[src/rtl/t06_pkg.sv]
// Shared constants for the apple spawner: game states, luck encodings,
// grid defaults, spawner FSM states and the LFSR step function.
package t06_pkg;

    localparam logic [1:0] ST_TITLE = 2'b00;
    localparam logic [1:0] ST_MENU  = 2'b01;
    localparam logic [1:0] ST_PLAY  = 2'b10;
    localparam logic [1:0] ST_OVER  = 2'b11;

    localparam logic [1:0] LUCK_NORMAL  = 2'b00;
    localparam logic [1:0] LUCK_LUCKY   = 2'b01;
    localparam logic [1:0] LUCK_UNLUCKY = 2'b10;

    localparam int GRID_W_DEF = 16;
    localparam int GRID_H_DEF = 12;

    localparam logic [1:0] SP_IDLE  = 2'd0;
    localparam logic [1:0] SP_GEN   = 2'd1;
    localparam logic [1:0] SP_CHECK = 2'd2;

    // Right-shifting Galois form of x^16+x^14+x^13+x^11+1
    localparam logic [15:0] LFSR_TAPS     = 16'hB400;
    localparam logic [15:0] LFSR_SEED_DEF = 16'hACE1;

    function automatic logic [15:0] lfsr16_next(input logic [15:0] s);
        return s[0] ? ((s >> 1) ^ LFSR_TAPS) : (s >> 1);
    endfunction

    // base + signed 3-bit offset, wrapped once into [0, lim)
    function automatic logic [3:0] wrap_coord(input logic [3:0] base,
                                              input logic [2:0] off,
                                              input int lim);
        int s;
        s = int'(base) + (off[2] ? int'(off) - 8 : int'(off));
        if (s < 0)
            s = s + lim;
        else if (s >= lim)
            s = s - lim;
        return 4'(s);
    endfunction

endpackage

[src/rtl/t06_lfsr16.sv]
// Free-running 16-bit Galois LFSR; a zero seed would lock up, so it is remapped.
module t06_lfsr16 import t06_pkg::*; #(
    parameter logic [15:0] SEED = LFSR_SEED_DEF
) (
    input  logic        clk,
    input  logic        rst,
    output logic [15:0] q
);

    localparam logic [15:0] SEED_EFF = (SEED == 16'h0) ? LFSR_SEED_DEF : SEED;

    // Advance every cycle regardless of spawner activity
    always_ff @(posedge clk or posedge rst) begin
        if (rst)
            q <= SEED_EFF;
        else
            q <= lfsr16_next(q);
    end

endmodule

[src/rtl/t06_apple_spawner.sv]
// Apple placement: on a spawn request during play, draw candidates from the
// LFSR (GEN), test them against the grid, the head and the body store (CHECK),
// and commit the first acceptable one. Luck biases the draw or the filter.
module t06_apple_spawner import t06_pkg::*; #(
    parameter int          GRID_W    = GRID_W_DEF,
    parameter int          GRID_H    = GRID_H_DEF,
    parameter logic [15:0] SEED      = LFSR_SEED_DEF,
    parameter int          MAX_TRIES = 15,
    parameter logic [3:0]  INIT_X    = 4'd8,
    parameter logic [3:0]  INIT_Y    = 4'd6
) (
    input  logic       clk,
    input  logic       rst,
    input  logic [1:0] state,
    input  logic [1:0] apple_luck,
    input  logic [3:0] head_x,
    input  logic [3:0] head_y,
    input  logic       spawn_req,
    output logic [3:0] occ_x,
    output logic [3:0] occ_y,
    input  logic       occ_hit,
    output logic [3:0] apple_x,
    output logic [3:0] apple_y,
    output logic       apple_valid,
    output logic       busy,
    output logic       spawn_done
);

    localparam int TW = $clog2(MAX_TRIES + 1);

    logic [15:0]   lfsr_q;
    logic          lfsr_unused;
    logic [1:0]    st_q, st_d;
    logic [1:0]    luck_q;
    logic [TW-1:0] tries_q;
    logic [3:0]    cand_x, cand_y;
    logic          in_play, hard_rej, luck_rej, accept, luck_miss;
    int            dx, dy;

    t06_lfsr16 #(.SEED(SEED)) u_lfsr (
        .clk (clk),
        .rst (rst),
        .q   (lfsr_q)
    );

    // Upper LFSR bits only feed the state sequence, not the draw
    assign lfsr_unused = ^lfsr_q[15:8];

    // Candidate draw: raw low bits, or a wrapped -4..+3 window around the head
    always_comb begin
        cand_x = lfsr_q[3:0];
        cand_y = lfsr_q[7:4];
        if (luck_q == LUCK_LUCKY) begin
            cand_x = wrap_coord(head_x, lfsr_q[2:0], GRID_W);
            cand_y = wrap_coord(head_y, lfsr_q[6:4], GRID_H);
        end
    end

    // Candidate judgement and next-state selection
    always_comb begin
        in_play  = (state == ST_PLAY);
        dx       = (occ_x >= head_x) ? int'(occ_x - head_x) : int'(head_x - occ_x);
        dy       = (occ_y >= head_y) ? int'(occ_y - head_y) : int'(head_y - occ_y);
        hard_rej = (int'(occ_x) >= GRID_W) || (int'(occ_y) >= GRID_H) || occ_hit ||
                   ((occ_x == head_x) && (occ_y == head_y));
        luck_rej = (luck_q == LUCK_UNLUCKY) && ((dx + dy) < 8);
        accept    = (st_q == SP_CHECK) && in_play && !hard_rej && !luck_rej;
        luck_miss = (st_q == SP_CHECK) && in_play && !hard_rej && luck_rej;
        st_d = st_q;
        case (st_q)
            SP_IDLE:  if (spawn_req && in_play) st_d = SP_GEN;
            SP_GEN:   st_d = in_play ? SP_CHECK : SP_IDLE;
            SP_CHECK: st_d = (in_play && (hard_rej || luck_rej)) ? SP_GEN : SP_IDLE;
            default:  st_d = SP_IDLE;
        endcase
    end

    // Control: state, busy/done flags, latched luck and luck-reject counter
    always_ff @(posedge clk or posedge rst) begin
        if (rst) begin
            st_q       <= SP_IDLE;
            busy       <= 1'b0;
            spawn_done <= 1'b0;
            luck_q     <= LUCK_NORMAL;
            tries_q    <= '0;
        end else begin
            st_q       <= st_d;
            busy       <= (st_d != SP_IDLE);
            spawn_done <= accept;
            if (st_q == SP_IDLE && st_d == SP_GEN) begin
                luck_q  <= (apple_luck == 2'b11) ? LUCK_NORMAL : apple_luck;
                tries_q <= '0;
            end else if (luck_miss) begin
                if (int'(tries_q) < MAX_TRIES)
                    tries_q <= tries_q + 1'b1;
                // Give up on the luck filter once it has starved the search
                if (int'(tries_q) + 1 >= MAX_TRIES)
                    luck_q <= LUCK_NORMAL;
            end
        end
    end

    // Datapath: candidate register toward the body store and committed apple
    always_ff @(posedge clk or posedge rst) begin
        if (rst) begin
            occ_x       <= 4'd0;
            occ_y       <= 4'd0;
            apple_x     <= INIT_X;
            apple_y     <= INIT_Y;
            apple_valid <= 1'b0;
        end else begin
            if (st_q == SP_GEN && in_play) begin
                occ_x <= cand_x;
                occ_y <= cand_y;
            end
            if (accept) begin
                apple_x     <= occ_x;
                apple_y     <= occ_y;
                apple_valid <= 1'b1;
            end
        end
    end

endmodule

[config.mk]
export PLATFORM = sky130hd
export DESIGN_NAME = t06_apple_spawner
export DESIGN_NICKNAME = d
export VERILOG_FILES = /design/src/rtl/t06_pkg.sv /design/src/rtl/t06_lfsr16.sv /design/src/rtl/t06_apple_spawner.sv
export SDC_FILE = /design/constraint.sdc
export NUM_CORES = 1
export LEC_CHECK = 0
export BUFFER_PORTS_ARGS = -buffer_cell sky130_fd_sc_hd__buf_2
export CORE_MARGIN = 2
export CORE_UTILIZATION = 25
export DETAILED_ROUTE_END_ITERATION = 6
export GPL_TIMING_DRIVEN = 0
export PLACE_DENSITY = 0.4
export SETUP_SLACK_MARGIN = 0.1
export SLEW_MARGIN = 20
export SYNTH_ARGS = -nofsm -noshare
export SYNTH_HDL_FRONTEND = slang
export SYNTH_SLANG_ARGS = --single-unit
[constraint.sdc]
create_clock -name clk -period 8.5 [get_ports clk]
set_clock_uncertainty 0.1 [all_clocks]
set_input_delay 1.275 -clock clk [delete_from_list [all_inputs] [get_ports clk]]
set_output_delay 1.275 -clock clk [all_outputs]
set_load 0.005 [all_outputs]
==> results of run 1 <==
==> metal layers <==
metal	up-vias	share of wire [%]	wire, um	track usage [%]
met5	-	0	0	0
met4	0	0.25	19	0.872
met3	2	3.6	270	2.63
met2	40	45	3380	17.0
li1	1235	-	-	-
met1	1182	51	3890	15.8
==> stage by stage <==
stage          TNS, ps  cells  hold WS, ps  worst slack [ps]  utilization (%)
2_1_floorplan        0    333          231              1110                -
3_3_place_gp     -2190    543          234              -257             28.7
3_5_place_dp         0    546          236              1160             29.0
4_1_cts              0    554          251              1420             30.3
5_1_grt              0    554          259              1050             30.3
6_report             0    554          253              1450             30.3
==> kinds of logic (layout without fill, tap and decap cells) <==
group | after synthesis | after routing | share of synthesized area (%)
flops | 43 | 43 | 31.8
xor+xnor | 11 | 11 | 2.81
compound gates | 63 | 63 | 12.9
simple gates | 88 | 88 | 13.4
fa+ha+maj | 62 | 62 | 27.2
buf+inv | 43 | 88 | 4.74
mux | 23 | 23 | 7.08
==> report_power, final <==
| part | switching [mW] | leakage (nW) | internal, mW |
|---|---|---|---|
| Clock | 0.0810 | 0.0844 | 0.140 |
| Sequential | 0.0157 | 0.545 | 0.219 |
| Combinational | 0.247 | 1.32 | 0.180 |
| Total | 0.344 | 1.95 | 0.539 |
==> Yosys cell counts (4+ instances only) <==
| cell type | count | area [um2] |
|---|---|---|
| mux2i_1 | 13 | 130 |
| a21o_1 | 11 | 82.6 |
| o21ai_0 | 14 | 70.1 |
| nor2_1 | 23 | 86.3 |
| a211oi_1 | 5 | 37.5 |
| dfstp_2 | 11 | 289 |
| fa_1 | 21 | 420 |
| dfrtp_1 | 32 | 801 |
| xnor2_1 | 6 | 52.6 |
| xor2_1 | 5 | 43.8 |
| nand2_1 | 25 | 93.8 |
| nand2b_1 | 7 | 43.8 |
| a31oi_1 | 4 | 25.0 |
| mux2_2 | 10 | 113 |
| nand3_1 | 4 | 20.0 |
| ha_1 | 41 | 513 |
| inv_1 | 38 | 143 |
| a21oi_1 | 12 | 60.1 |
==> registers in the layout, summed over array words and instances (netlist names), 2 cells and up <==
signal and cells:
st_q 2, apple_y 4, luck_q 2, apple_x 4, u_lfsr.q 16, occ_y 4
tries_q 4, occ_x 4
==> cell type report <==
type | count | share of cell area, %
timing repair buffer | 37 | 4.96
tap | 176 | 5.46
buffer | 4 | 0.403
clock inverter | 3 | 1.18
clock buffer | 5 | 3.10
sequential | 43 | 27.0
multi-input combinational | 247 | 54.2
inverter | 39 | 3.63
==> critical path, delay by kind of cell <==
family,cells,cell delay [ps]
buf+inv,5,560
mux,2,720
simple gates,7,1750
compound gates,5,1440
fa+ha+maj,4,1380
==> path summary, 6_finish.rpt <==
| check | to | from | cells past startpoint | slack, ps |
|---|---|---|---|---|
| worst max-delay path | apple_x[2] | head_y[1] | 23 | 1450 |
| worst max register to register | apple_x[2] | occ_y[3] | 21 | 2220 |
| max in group asynchronous | u_lfsr.q[6] | rst | 3 | 6920 |
| worst min-delay path | u_lfsr.q[8] | u_lfsr.q[9] | 0 | 250 |
| worst min register to register | u_lfsr.q[8] | u_lfsr.q[9] | 0 | 250 |
| min in group asynchronous | spawn_done | rst | 2 | 850 |
==> flow_summary.toml, run 1 <==
[detailed_routing]
vias_per_cell = 4.44
firstDrtPassIters = 4
vias = 2459
ant_nets = 0
routedWlPerCell_um = 13.6
drt_iter0_markers = 83
drc = 0
drt-total-wl_um = 7560

[clock_network]
cts.path.max_buffers = 2
clk_latency_ps = 280
clkSinkCount = 43
cts_buffers = 5
cts_tree = "yes"
post_cts_buffers = 0
cts.repair.resized = 0
holdBufCountCts = 0
path_clk_slew_ps = 70
root_buffer = "clkbuf_16"
cts.htree.levels = 2

[sta]
relSlewSlack_pct = 49.7
worst_slew_pin_slew_ps = 754
finalCritPeriodShare_pct = 82.9
finalSetupViolations = 0
fin_crit_ps = 7050
rsz0062_at_grt = "no"
slew_violations = 0
clock.fmax_mhz = 142
hold_viol_final = 0

[global_route]
grt_pass1_vias = 2523
grt_max_degree = 31
grt_pass1_wl_um = 12800
track_usage_pct = 10.9
antenna_found_initial = 0
grt-ovfl-total = 0

[place]
portBuffers = 34
placedInstanceArea_um2 = 3860
gp_congestion = 0.754
dp_hpwl_um = 6040

[worst_setup_path]
worstSetupStartpointType = "input pin"
worstSetupPathType = "in -> reg"
cp.arrival_ps = 7110
crit_path_max_fanout = 10
path_cells = "buf_2 -> inv_1 -> ha_1 -> and4_1 -> or2_2 -> inv_1 -> o21a_1 -> mux2_2 -> ha_1 -> nor4bb_1 -> a211oi_1 -> o21bai_1 -> a21o_1 -> inv_1 -> fa_1 -> inv_1 -> fa_1 -> nor4_1 -> nand4_1 -> or3_1 -> o32a_4 -> nand2_4 -> mux2_2"
cpMostUsedCell = "inv_1"
critPathSlowestCell = "o32a_4"
required_ps = 8560
crit_path_end_kind = "register"
cp_slowest_stage_delay_ps = 450

[cells_and_area]
design_area_um2 = 4030
multi_input_area_um2 = 2190
regArea_um2 = 1090
nNetsFinal = 455
fill_cells = 1398
drive_above_1_share_pct = 20.4
mostFrequentLayoutCells = "41 x ha_1, 37 x inv_1, 37 x buf_2"
areaGrowthSynthToFinish_pct = 17.7
n_antenna_cell = 0
final_common_cell = "ha_1"

[logic_synthesis]
ys_types = 50
synthFlopType = "dfrtp_1"
synth_cells = 333
seq_area_frac_synth_pct = 31.8
avgSynthCellArea_um2 = 10.3
synthesis.nets = 411
synthesis.area_um2 = 3430
yosysWarnings = 0
synth-edff-count = 0
synthArstFlopShare_pct = 100
synth-seq-cells = 43

[die]
core_um2 = 13300
die_width_um = 121
top_level_ports = 35
die_area_um2 = 14700
num_rows = 42
chipHeight_um = 121
initial_core_util_pct = 25.8

[power]
ir_drop_uv = 80.8
p_leak_nw = 1.95
finalPower_mw = 0.883
powerDensity_nw_per_um2 = 219

[status]
status = "finished, final reports clean"

[hold_path]
hold_class = "reg -> reg"

[run]
maxCapViolCount = 0
No activity file was read; power rests on OpenSTA's default activity.
==> run 2: changes to the inputs <==
--- a/config.mk
+++ b/config.mk
@@ -10,7 +10,7 @@
 export CORE_UTILIZATION = 25
 export DETAILED_ROUTE_END_ITERATION = 6
 export GPL_TIMING_DRIVEN = 0
-export PLACE_DENSITY = 0.4
+export PLACE_DENSITY = 0.42
 export SETUP_SLACK_MARGIN = 0.1
 export SLEW_MARGIN = 20
 export SYNTH_ARGS = -nofsm -noshare
==> constraint.sdc (replaced) <==
create_clock -name clk -period 6.25 [get_ports clk]
set_clock_uncertainty 0.1 [all_clocks]
set_input_delay 0.9375 -clock clk [delete_from_list [all_inputs] [get_ports clk]]
set_output_delay 0.9375 -clock clk [all_outputs]
set_load 0.005 [all_outputs]
==> run 2 against run 1 <==
Compared with the run above: final cell count up 2.7%; register-to-register slack lost 1600 ps; global-route usage is 0.50 points higher; via count is 4.5% higher; die area stayed put; wire length grew 6.3%; largest power group unchanged; setup slack worse by 1100 ps; non-clock buffer count rose by 14; utilization rose by 2.5 points.
==> flow_summary.toml, run 2 (same netlist as run 1, synthesis figures left out) <==
[cells_and_area]
final_common_cell = "ha_1"
largest_reg_flops = 16
nNetsFinal = 470
drive_above_1_share_pct = 30.3
top_register = "u_lfsr.q"
areaGrowthSynthToFinish_pct = 27.2
n_antenna_cell = 0
design_area_um2 = 4360
mostFrequentLayoutCells = "33 x ha_1, 32 x dfrtp_1, 30 x buf_2"

[global_route]
grt-ovfl-total = 0
grt_pass1_vias = 2495
grt_max_degree = 27
grt_pass1_wl_um = 13200
track_usage_pct = 11.4
antenna_found_initial = 0

[die]
top_level_ports = 35
initial_core_util_pct = 25.8
num_rows = 42
core_um2 = 13300
die_width_um = 121
die_area_um2 = 14700
chipHeight_um = 121

[power]
p_leak_nw = 2.02
seqPwrFrac_pct = 24.0
finalPower_mw = 1.35
p_clk_share_pct = 19.0
netSwitchingFraction_pct = 39.3
internal-power_mw = 0.822
ir_drop_uv = 136
comb_power_share_pct = 57.0
switchingPower_mw = 0.532
powerDensity_nw_per_um2 = 311

[sta]
fin_ws_ps = 331
finalCritPeriodShare_pct = 94.7
rsz0062_at_grt = "no"
finalSetupViolations = 0
fin_crit_ps = 5920
relSlewSlack_pct = 52.2
slew_violations = 0
clock.fmax_mhz = 169
hold_viol_final = 0
worst_slew_pin_slew_ps = 717

[worst_setup_path]
crit_path_end_kind = "register"
worstSetupStartpointType = "input pin"
cp.arrival_ps = 5990
crit_path_max_fanout = 7
worstSetupPathType = "in -> reg"
required_ps = 6320

[clock_network]
clk_latency_ps = 280
cts_tree = "yes"
root_buffer = "clkbuf_16"
cts.htree.levels = 2
clkSinkCount = 43
path_clk_slew_ps = 60
holdBufCountCts = 0
cts.path.max_buffers = 2
cts_buffers = 5

[status]
status = "finished, final reports clean"

[place]
portBuffers = 34
place_ws_ps = -795
gp_congestion = 0.779
dp_hpwl_um = 6030
placedInstanceArea_um2 = 3870

[detailed_routing]
vias = 2570
vias_per_cell = 4.52
drt_iter0_markers = 90
routedWlPerCell_um = 14.1
firstDrtPassIters = 4
ant_nets = 0
drt-total-wl_um = 8040
drc = 0

[hold_path]
hold_class = "reg -> reg"

[run]
maxCapViolCount = 0
[run 2: cell types whose count changed in the layout (fill, tap and decap cells not counted), sizes merged]
cell / before / now
buf: 38 / 51
bufinv: 1 / 0
clkbuf: 8 / 10
clkinvlp: 0 / 1
inv: 39 / 38
nand2: 26 / 27
[run 2: per-layer routing]
| layer | vias to the layer above | GRT usage (%) | wire length [um] |
|---|---|---|---|
| met5 | - | 0 | 0 |
| met2 | 36 | 17.9 | 3670 |
| met3 | 8 | 1.79 | 216 |
| met4 | 0 | 2.62 | 76 |
| li1 | 1268 | - | - |
| met1 | 1258 | 16.3 | 4070 |
[run 2: what timing repair did]
action,in CTS,in global routing
gates resized for setup,14,34
buffers inserted,6,10
hold endpoints to repair,0,0
endpoints found under the setup margin,17,16
pin swaps,6,17
gates cloned,1,0
[run 2: final timing paths]
path	slack, ps	from	endpoint	cells after the start
worst max-delay path	330	head_x[0]	apple_x[1]	24
worst min-delay path	250	u_lfsr.q[8]	u_lfsr.q[7]	0
worst max register to register	590	occ_y[3]	apple_x[1]	22
worst min register to register	250	u_lfsr.q[8]	u_lfsr.q[7]	0
max in group asynchronous	4940	rst	u_lfsr.q[6]	3
min in group asynchronous	540	rst	spawn_done	2
[run 2: per-stage QoR]
stage / TNS, ps / instances / hold WS (ps) / util [%]
after floorplan: 0 / 333 / 231 / -
after global placement: -11400 / 543 / 238 / 28.9
after detailed placement: -11180 / 544 / 241 / 29.1
after CTS: 0 / 559 / 252 / 31.3
after global routing: 0 / 569 / 262 / 32.8
final: 0 / 569 / 251 / 32.8
[run 2: critical path, cell delays in order]
cell      delay [ps]
buf_2            120
inv_1             70
ha_4             250
and4_4           190
or2_4            240
inv_2             70
o21a_4           140
mux2i_2          220
xnor2_1          120
ha_1             320
nor4bb_4         290
a211oi_2          70
o21bai_2         180
a21o_1           170
inv_2             50
fa_1             370
inv_2             70
fa_1             400
nor4_2           280
nand4_1          140
or3_4            390
o32a_4           450
nand2_8          110
mux2_2           330
[run 2: cell type report]
class | instances | area (um2)
well taps | 176 | 220
repair buffers | 51 | 327
plain buffers | 4 | 16.3
multi-input cells | 248 | 2410
inverters | 39 | 156
clock inverters | 2 | 12.5
fillers | 1356 | 8930
flip-flops and latches | 43 | 1090
clock buffers | 6 | 129
[run 2: power groups by stage]
stage               Clock (mW)  Sequential, mW  Combinational, mW
finish                   0.258           0.325              0.771
global route             0.276           0.329              0.865
CTS                      0.267           0.323              0.682
detailed placement           0           0.326              0.597
global placement             0           0.325              0.594
floorplan                    0           0.319              0.455
==> run 3: changes to the inputs <==
--- a/config.mk
+++ b/config.mk
@@ -5,6 +5,7 @@
 export SDC_FILE = /design/constraint.sdc
 export NUM_CORES = 1
 export LEC_CHECK = 0
+export ABC_AREA = 1
 export BUFFER_PORTS_ARGS = -buffer_cell sky130_fd_sc_hd__buf_2
 export CORE_MARGIN = 2
 export CORE_UTILIZATION = 25
==> constraint.sdc (replaced) <==
create_clock -name clk -period 6.25 [get_ports clk]
set_clock_uncertainty 0.1 [all_clocks]
set_input_delay 0.9375 -clock clk [delete_from_list [all_inputs] [get_ports clk]]
set_output_delay 0.9375 -clock clk [all_outputs]
set_load 0.02 [all_outputs]
==> run 3 against run 2 <==
Compared with the run above: total power up 13%; non-clock buffer count is 17 lower; via count is 0.89% higher; combinational power up 12%; clock power is 29% higher; clock-buffer cell count is the same; hold slack gained 0.85 ps; wire length decreased by 5.8%; fmax grew 8.8%; critical path type unchanged; largest power group unchanged.
==> flow_summary.toml, run 3 <==
[logic_synthesis]
ys_types = 41
synthFlopType = "dfrtp_1"
netlist.area_leader.share_pct = 22.9
synthesis.nets = 466
seq_area_frac_synth_pct = 31.2
synthArstFlopShare_pct = 100
synth.area.top_cells = "dfrtp_1 23%, ha_1 15%, fa_1 12%, dfstp_2 8.3%, nand2_1 6.9%"
synth-seq-cells = 43
synth_cells = 388
synth_top_area_cell = "dfrtp_1"
synth_most_common_cell = "nand2_1"
synth-edff-count = 0
avgSynthCellArea_um2 = 9.01
yosysWarnings = 0
ys_top_cells_by_count = "64 x nand2_1, 58 x inv_1, 41 x ha_1"
synthesis.area_um2 = 3490

[worst_setup_path]
r2r_slack_ps = 1320
r2r-start = "occ_y[0]"
reg2reg_depth = 25
worstSetupPathType = "in -> reg"
cp.arrival_ps = 5510
crit_path_max_fanout = 7
required_ps = 6320
worstSetupStartpointType = "input pin"
r2r-end = "tries_q[0]"
crit_path_end_kind = "register"

[cells_and_area]
areaGrowthSynthToFinish_pct = 17.3
final_common_cell = "nand2_1"
top_register = "u_lfsr.q"
drive_above_1_share_pct = 21.3
nNetsFinal = 508
mostFrequentLayoutCells = "64 x nand2_1, 57 x inv_1, 41 x ha_1"
largest_reg_flops = 16
n_antenna_cell = 0

[die]
die_width_um = 122
die_area_um2 = 14900
initial_core_util_pct = 25.4
top_level_ports = 35
chipHeight_um = 122
num_rows = 43
core_um2 = 13800

[status]
status = "finished, final reports clean"

[global_route]
antenna_found_initial = 1
grt-ovfl-total = 0
grt_pass1_wl_um = 12900
grt_max_degree = 30
track_usage_pct = 11.0
grt_pass1_vias = 2656

[sta]
slew_violations = 0
finalCritPeriodShare_pct = 87.1
setup_tns_ps = 0
rsz0062_at_grt = "no"
hold_viol_final = 0
worst_slew_pin_slew_ps = 777
finalSetupViolations = 0
clock.fmax_mhz = 184
fin_crit_ps = 5440
relSlewSlack_pct = 47.8

[place]
dp_hpwl_um = 6190
portBuffers = 34
gp_congestion = 0.763

[hold_path]
hold_start = "u_lfsr.q[8]"
hold_class = "reg -> reg"
whs_path_depth = 0
whs_endpoint = "u_lfsr.q[7]"

[power]
powerDensity_nw_per_um2 = 373
ir_drop_uv = 141
p_leak_nw = 2.03
finalPower_mw = 1.53

[clock_network]
holdBufCountCts = 0
cts_buffers = 5
cts.repair.resized = 0
post_cts_buffers = 0
cts.htree.levels = 2
root_buffer = "clkbuf_16"
clk_latency_ps = 280
clkSinkCount = 43
path_clk_slew_ps = 60
cts_tree = "yes"
cts.path.max_buffers = 2

[detailed_routing]
firstDrtPassIters = 4
drt-total-wl_um = 7570
drt_iter0_markers = 113
vias_per_cell = 4.24
vias = 2593
ant_nets = 0
routedWlPerCell_um = 12.4
drc = 0

[run]
maxCapViolCount = 0
==> run 3: changes by cell type after synthesis, moves of 11 or more <==
cell,delta
inv_1,+20
a21o_1,-11
o21ai_1,+12
mux2i_1,-12
a21oi_1,+12
nand3_1,+16
nand2_1,+39
==> run 3: worst max path at each step <==
stage              start           to  slack, ps  cells past startpoint
2_1_floorplan  head_y[1]  apple_valid       1260                     23
3_3_place_gp   head_y[1]   tries_q[3]        500                     25
3_5_place_dp   head_y[1]  apple_valid        440                     24
4_1_cts        head_y[1]  apple_valid        730                     24
5_1_grt        head_y[1]   tries_q[3]        360                     25
6_report       head_y[1]   tries_q[0]        810                     25
==> run 3: metrics by stage <==
| step | instance area [um2] | util, % | setup WS, ps | instances | hold slack (ps) |
|---|---|---|---|---|---|
| 2_1_floorplan | 3490 | - | 1260 | 388 | 231 |
| 3_3_place_gp | 3890 | 28.2 | 496 | 602 | 239 |
| 3_5_place_dp | 3910 | 28.4 | 439 | 603 | 239 |
| 4_1_cts | 4100 | 29.8 | 733 | 611 | 255 |
| 5_1_grt | 4100 | 29.8 | 363 | 611 | 256 |
| 6_report | 4100 | 29.8 | 809 | 611 | 252 |
==> run 3: layout make-up <==
class / count / area, um2
Fill cell: 1520 / 9670
Multi-Input combinational cell: 276 / 2120
Sequential cell: 43 / 1090
Inverter: 66 / 250
Tap cell: 180 / 225
Timing Repair Buffer: 35 / 190
Clock buffer: 6 / 129
Clock inverter: 2 / 60.1
Buffer: 3 / 30.0
==> run 3: kinds of logic (layout without fill, tap and decap cells) <==
logic type,Yosys count,after routing,synth area share (%)
xor+xnor,14,14,3.51
flops,43,43,31.2
simple gates,135,135,18.9
mux,3,3,0.931
compound gates,62,62,10.8
fa+ha+maj,62,62,26.7
buf+inv,69,112,8.02
==> run 3: layer usage <==
layer  GRT usage, %  wire [um]  vias to the layer above
met2           18.2       3590                       25
li1               -          -                     1329
met4           2.95        108                        2
met3           1.63        141                       10
met1           14.9       3730                     1227
met5              0         11                        -
==> run 3: critical path, cell delays in order <==
cell and delay [ps]:
buf_2 150, inv_1 120, ha_1 340, a21oi_1 190, o21bai_1 100, nand2_1 60, nand2_1 150, o21ai_1 640
ha_1 410, a21oi_2 310, nand2_1 150, fa_1 410, fa_1 440, nor2_1 110, nand2_1 60, nor2_1 110
nand3b_1 100, nor2_1 100, nand2_1 70, nand2_2 120, nand3_2 110, nand2_1 90, nand2_2 110, nand2_1 90
o21ai_2 50
==> run 3: report_power, final <==
part	total, mW	switching [mW]	internal, mW
registers	0.329	0.0252	0.304
logic	0.865	0.547	0.319
clock network	0.334	0.105	0.229
